===== config.mk =====
export PLATFORM = sky130hd
export DESIGN_NAME = pipe_stage_reg
export DESIGN_NICKNAME = d
export VERILOG_FILES = /design/src/rtl/pipe_stage_reg.sv
export SDC_FILE = /design/constraint.sdc
export NUM_CORES = 1
export LEC_CHECK = 0
export ABC_AREA = 1
export BUFFER_PORTS_ARGS = -buffer_cell sky130_fd_sc_hd__buf_2
export CELL_PAD_IN_SITES_DETAIL_PLACEMENT = 1
export CELL_PAD_IN_SITES_GLOBAL_PLACEMENT = 2
export CORE_MARGIN = 10
export CORE_UTILIZATION = 22
export DETAILED_ROUTE_END_ITERATION = 16
export PLACE_DENSITY = 0.78
export SLEW_MARGIN = 25
export SYNTH_ARGS = -nofsm -noshare
export SYNTH_HDL_FRONTEND = slang
export SYNTH_SLANG_ARGS = --single-unit

===== constraint.sdc =====
create_clock -name clk -period 1.3 [get_ports clk]
set_clock_uncertainty 0.2 [all_clocks]
set_input_delay 0.065 -clock clk [delete_from_list [all_inputs] [get_ports clk]]
set_output_delay 0.065 -clock clk [all_outputs]
set_load 0.01 [all_outputs]

===== src/rtl/pipe_stage_reg.sv =====
// pipe_stage_reg -- generic inter-stage pipeline register (D/E, E/M, M/W).
//
// Carries instr, pc, NSLOT opaque data slots, destination register (a3) and
// Tnew from one stage to the next, with stall-hold, flush-to-bubble, a valid
// bit and a combinational forwarding-ready flag.
//
// Per-edge priority: reset > flush > hold (en=0) > load (en=1).
//
// Parameters:
//   DATA_W    width of one data slot
//   NSLOT     number of data slots carried
//   TNEW_W    width of the Tnew field
//   DEC_TNEW  1 = Tnew decremented (saturating at 0) on load, 0 = passed through
//   RESET_PC  pc value loaded on reset
//
// Ports:
//   clk, reset      clock, synchronous active-high reset
//   en              1 = load new contents, 0 = hold (stall)
//   flush           1 = insert a bubble on this edge (pc still taken from in_pc)
//   in_valid        upstream slot holds a real instruction
//   in_instr/in_pc  upstream instruction word / pc
//   in_data         packed data slots, slot k = [k*DATA_W +: DATA_W]
//   in_a3, in_tnew  upstream destination register / Tnew
//   out_*           registered copies of the above
//   out_fwd_rdy     out_valid && out_a3 != 0 && out_tnew == 0 (from registers only)
//
// Optional feature, macro PIPE_EXC_EN:
//   adds in_exc/in_bd inputs and out_exc/out_bd outputs. A non-zero out_exc
//   masks out_a3 to 0 and forces out_fwd_rdy low, so a faulting instruction
//   never forwards. out_bd is kept on flush (taken from in_bd), cleared on reset.

module pipe_stage_reg #(
    parameter int unsigned DATA_W   = 32,
    parameter int unsigned NSLOT    = 2,
    parameter int unsigned TNEW_W   = 4,
    parameter bit          DEC_TNEW = 1'b1,
    parameter logic [31:0] RESET_PC = 32'h0000_3000
) (
    input  logic                    clk,
    input  logic                    reset,
    input  logic                    en,
    input  logic                    flush,
    input  logic                    in_valid,
    input  logic [31:0]             in_instr,
    input  logic [31:0]             in_pc,
    input  logic [NSLOT*DATA_W-1:0] in_data,
    input  logic [4:0]              in_a3,
    input  logic [TNEW_W-1:0]       in_tnew,
`ifdef PIPE_EXC_EN
    input  logic [4:0]              in_exc,
    input  logic                    in_bd,
    output logic [4:0]              out_exc,
    output logic                    out_bd,
`endif
    output logic                    out_valid,
    output logic [31:0]             out_instr,
    output logic [31:0]             out_pc,
    output logic [NSLOT*DATA_W-1:0] out_data,
    output logic [4:0]              out_a3,
    output logic [TNEW_W-1:0]       out_tnew,
    output logic                    out_fwd_rdy
);

    logic                    valid_q;
    logic [31:0]             instr_q;
    logic [31:0]             pc_q;
    logic [NSLOT*DATA_W-1:0] data_q;
    logic [4:0]              a3_q;
    logic [TNEW_W-1:0]       tnew_q;
    logic [TNEW_W-1:0]       tnew_next;

    // Saturating decrement: a Tnew of 0 stays 0 instead of wrapping.
    always_comb begin
        tnew_next = in_tnew;
        if (DEC_TNEW && (in_tnew != '0)) begin
            tnew_next = in_tnew - TNEW_W'(1);
        end
    end

    always_ff @(posedge clk) begin
        if (reset) begin
            valid_q <= 1'b0;
            instr_q <= '0;
            pc_q    <= RESET_PC;
            data_q  <= '0;
            a3_q    <= '0;
            tnew_q  <= '0;
        end else if (flush) begin
            // Bubble keeps the incoming pc so EPC logic downstream still has it.
            valid_q <= 1'b0;
            instr_q <= '0;
            pc_q    <= in_pc;
            data_q  <= '0;
            a3_q    <= '0;
            tnew_q  <= '0;
        end else if (en) begin
            // An invalid slot still carries instr/pc/data but never claims a
            // destination register or a pending Tnew.
            valid_q <= in_valid;
            instr_q <= in_instr;
            pc_q    <= in_pc;
            data_q  <= in_data;
            a3_q    <= in_valid ? in_a3 : '0;
            tnew_q  <= in_valid ? tnew_next : '0;
        end
    end

`ifdef PIPE_EXC_EN
    logic [4:0] exc_q;
    logic       bd_q;

    always_ff @(posedge clk) begin
        if (reset) begin
            exc_q <= '0;
            bd_q  <= 1'b0;
        end else if (flush) begin
            exc_q <= '0;
            bd_q  <= in_bd;
        end else if (en) begin
            exc_q <= in_exc;
            bd_q  <= in_bd;
        end
    end

    assign out_exc     = exc_q;
    assign out_bd      = bd_q;
    assign out_a3      = (exc_q != '0) ? '0 : a3_q;
    assign out_fwd_rdy = valid_q && (exc_q == '0) && (a3_q != '0) && (tnew_q == '0);
`else
    assign out_a3      = a3_q;
    assign out_fwd_rdy = valid_q && (a3_q != '0) && (tnew_q == '0);
`endif

    assign out_valid = valid_q;
    assign out_instr = instr_q;
    assign out_pc    = pc_q;
    assign out_data  = data_q;
    assign out_tnew  = tnew_q;

endmodule


### After elaboration in Yosys (flattened, before gate mapping)

Cells that the tools add are included.

| word-level totals | value |
|---|---|
| bits in writable memories | 0 |
| memories kept | 0 |
| memory bits (read-only) | 0 |
| latch bits | 0 |
| word-level logic and storage cells | 19 |
| output and inout bits | 139 |
| register bits after elaboration | 138 |

| cells by class | value |
|---|---|
| bitwise logic cells | 0 |
| divide/modulo/power cells | 0 |
| mux-type cells | 5 |
| add/subtract/negate cells | 1 |
| $lt $le $gt $ge | 0 |
| multiply operators | 0 |
| equality and inequality tests | 0 |
| reduce and logical (&&, ||, !) cells | 7 |
| shift-type cells | 0 |

Operator list:

| cell | number |
|---|---|
| $mux 32 | 2 |
| $mux 4 | 2 |
| $mux 5 | 1 |
| $reduce_bool 5->1 | 1 |
| $logic_not 4->1 | 1 |
| $reduce_bool 4->1 | 1 |
| $sub 4x1->4 const B | 1 |
| $logic_and 1x1->1 | 2 |
| $reduce_bool 2->1 | 1 |
| $reduce_or 2->1 | 1 |

### Depth between registers and ports, before layout

| logic depth | value |
|---|---|
| depth in word-level cells | 3 |
| mapped depth | 6 |
| gate-level depth less buffers | 6 |

### Worst setup path before layout

Ideal clock, no wire load.

| path | value |
|---|---|
| kind | input to register |
| start | input port en |
| end | register pc_q[10], in the netlist out_pc[10] |
| library setup time | 0.116 ns |
| arrival | 0.806 ns |
| setup slack | 0.179 ns |
| required time | 0.984 ns |
| stages on the path | 6 |
| cells stage by stage | buf_4 > nor2_2 > inv_1 > clkbuf_1 > nor2_1 > nor2_1 |

| between the ends | value |
|---|---|
| longest elaborated chain between the ends | 1 |

Ends and longest elaborated chain:

| element | RTL line | source |
|---|---|---|
| from (decl) | 41 | `input logic en,` |
| $reduce_bool 2->1 (no source line) | -- |  |
| to (signal assigned) | 92 | `pc_q <= in_pc;` |
| to (signal assigned) | 101 | `pc_q <= in_pc;` |
| to (decl) | 66 | `logic [31:0] pc_q;` |

No other way between the ends.
A chain may end at the register's enable or synchronous reset.

### Worst setup path after layout

| path | value |
|---|---|
| start | register a3_q[4], in the netlist out_a3[4] |
| end | output port out_fwd_rdy |

| between the ends | value |
|---|---|
| longest elaborated chain between the ends | 3 |

Ends and longest elaborated chain:

| element | RTL line | source |
|---|---|---|
| from (decl) | 68 | `logic [4:0] a3_q;` |
| from (signal assigned) | 103 | `a3_q <= in_valid ? in_a3 : '0;` |
| $reduce_bool 5->1 | 131 | `assign out_fwd_rdy = valid_q && (a3_q != '0) && (tnew_q == '0);` |
| $logic_and 1x1->1 (2 in series) | 131 |  |
| to (decl) | 61 | `output logic out_fwd_rdy` |

No other way between the ends.

==> results.md <==
- Status: complete, but fails checks
- Failing checks: hold timing, setup timing
- Routed WL: 23.69 mm
- Synth unique cells: 18
- Clock transition at path regs: 0.07 ns
- Post-synthesis cell count: 623
- Initial antenna violation count: 6
- Slowest CP cell: dfxtp_1
- Placed Cells: 1156
- CP Max Fanout: 3
- CTS tree: yes
- Synth Flop Type: dfxtp_1
- Hold Path Sink: out_instr[29]$_SDFFE_PP0P_
- Routed via count: 5823
- Hold path depth: 4
- Class of the worst hold path: input port to register
- Synth Area per Inst: 7.744 µm²
- Min Hold Slack: -0.02908 ns
- Most frequent cell after synthesis: nand2_1
- RSZ-0062 raised after global routing: yes
- Worst setup margin: -0.2280 ns
- Normalized max-slew margin: 59.73%
- Crit-path max cell delay: 0.37 ns
- Total Neg Setup Slack: -0.2280 ns
- Critical path, cell by cell: nor3_2 -> buf_4 -> a21oi_1 -> buf_2
- Global-route wire length before repair: 36.90 mm
- Number of top-level pins: 281
- 1st-pass router iterations: 4
- WL/cell: 17.38 µm
- Max-Cap Viols: 0
- Synth top area cells: dfxtp_1 (57%), nand2_1 (17%), a21oi_1 (11%)
- GRT busiest layer: met2
- FFs w/ async S/R, synth: 0%
- Layout area overhead: 88.36%
- Full die area: 0.02825 mm²
- Worst IR drop on VDD: 0.7544 mV
- Largest net degree at the start of global routing: 41
- Synth top area share: 57.26%
- Post-route cell area: 0.009087 mm²
- Port Buffers: 280
- Startpoint types: register
- Initial DRC count: 265
- Reg2reg end: out_tnew[0]$_SDFFE_PP0P_
- R2R Setup Slk: 0.38 ns
- Synth Cell Area: 0.004825 mm²
- Placed Area: 0.006618 mm²
- Most frequent cells after synthesis: nand2_1 (218), dfxtp_1 (138), a21oi_1 (108)
- Clock buffer count from CTS: 17
- Sequential area share after synthesis: 57.26%
- Via-to-Cell Ratio: 4.272
- Data required time of the worst path: 1.03 ns
- Final ANT Viol Nets: 0
- Row cnt: 54
- Reg2reg path depth: 3
- Cell Pwr Density: 1238 mW/mm²
- H-Tree Depth: 4
- Final setup fails: 1
- Layout Cells excl Fill: 1363
- Final #Nets: 1209
- DRC Markers: 0
- Reg2reg start: out_tnew[0]$_SDFFE_PP0P_
- Worst skew pair latency: 0.42 ns
- Synth warnings: 0
- #FFs+latches synth: 138
- Total power draw: 11250 µW
- Die X: 168.1 µm
- EDFF count, synth: 0
- Initial Util: 22.25%
- GRT Overall Usage: 16.19%
- CP Data Arrival Time: 1.26 ns
- Grt met3 use: 7.357%
- Period Utilization, post-route: 117.5%
- Pre-CTS WS: 0.09237 ns
- GPL Wtd Cong: 0.7209
- Syn nets: 766
- Max clock buf depth: 2
- Static Leak: 0.004283 µW
- Fraction of layout instances using a drive strength above 1: 33.09%
- GRT met2 Usage: 25.99%
- Dominant cell type by area after synthesis: dfxtp_1
- WS Path Type: register to output port
- Clock root cell: clkbuf_16
- CTS sink count: 138
- Vias in the first global route: 6477
- Hold Path Origin: en
- Slew @ Worst Pin: 0.6040 ns
- Detailed Place HPWL: 14.83 mm
- Element type at the critical path end: output port
- Final min period: 1.528 ns
- Core outline area: 0.02169 mm²
- Max-slew violation count: 0
- Remaining Overflow, GRT: 0
- Fmax: 654.4 MHz
- GRT met1 Usage: 19.35%
- Die Span Y: 168.1 µm
- Fin. Hold Viols: 13
[per-layer routing]
layer / vias up / wire length [µm]
met1: 2712 / 10470
met2: 203 / 10790
li1: 2889 / -
met5: - / 21
met3: 15 / 2138
met4: 4 / 269
[flip-flops by register name, summed over array words and instances, names as in the netlist]
register,cells
out_tnew,4
out_valid,1
out_pc,32
out_a3,5
out_data,64
out_instr,32
[worst max-delay path: cells and delay by family, from the launching register on]
family | cells | cell delay (ns)
flops | 1 | 0.37
buf+inv | 2 | 0.30
compound gates | 1 | 0.13
simple gates | 1 | 0.06
[what timing repair did]
action,4_1_cts,5_1_grt
gates cloned,0,1
hold buffers,189,7
setup endpoints to repair,1,74
resized for setup,4,34
pin swaps,0,11
setup buffers,1,2
endpoints found under the hold margin,138,9
[cells by family after synthesis]
group	Yosys count	share of synthesized area, %
compound gates	138	14.32
xor+xnor	1	0.1816
fa+ha+maj	1	0.2593
buf+inv	51	4.720
flops	138	57.26
simple gates	294	23.26
[final cells by class]
type	count	area, µm²
antenna	4	10.01
clock buffer	19	432.9
clock inverter	13	192.7
fill	2618	12600
inverter	8	31.28
multi-input combinational	434	1914
sequential	138	2766
tap	280	350.3
timing repair buffer	467	3390
[worst max-delay path by stage]
stage	endpoint	cells past startpoint	slack [ns]	from
finish	out_fwd_rdy	4	-0.23	out_a3[4]$_SDFFE_PP0P_
global route	out_fwd_rdy	4	-0.33	out_tnew[0]$_SDFFE_PP0P_
CTS	out_fwd_rdy	4	-0.27	out_tnew[0]$_SDFFE_PP0P_
detailed placement	out_instr[20]$_SDFFE_PP0P_	5	0.09	en
global placement	out_data[12]$_SDFFE_PP0P_	5	0.11	en
floorplan	out_pc[10]$_SDFFE_PP0P_	6	0.18	en
[cell usage in the layout, fill, tap and decap left out]
cell type         n
dfxtp_1         135
buf_8             1
buf_6             1
xor2_1            1
buf_4            10
clkinvlp_4        2
o21ai_0          25
nand3_1           9
inv_6             2
ha_4              1
inv_1             4
buf_2           278
or2_4             1
a21oi_2          14
diode_2           4
bufinv_16         4
dlymetal6s4s_1    7
clkbuf_1          2
dlygate4sd3_1   159
dlymetal6s2s_1    1
clkinv_4          4
inv_2             3
clkinv_2          2
nand2_1         218
dfxtp_2           3
clkbuf_16        18
nor2_1           62
o21ai_1           5
nor2_2            2
nor3_2            2
buf_12            9
a21oi_1          94
[metrics by stage]
stage          util [%]  hold slack [ns]
2_1_floorplan         -         -0.02178
4_1_cts           42.21         0.002076
3_5_place_dp      30.51          0.07552
3_3_place_gp      30.51          0.06858
6_report          41.90         -0.02908
5_1_grt           41.89        -0.002023
[report_power, final]
part / leakage, µW / switching [µW] / total (µW) / internal [µW]
clock network: 0.000298 / 1970 / 5210 / 3240
registers: 0.00113 / 84.3 / 4490 / 4400
logic: 0.00285 / 745 / 1560 / 812
No activity file was read; power rests on OpenSTA's default activity.
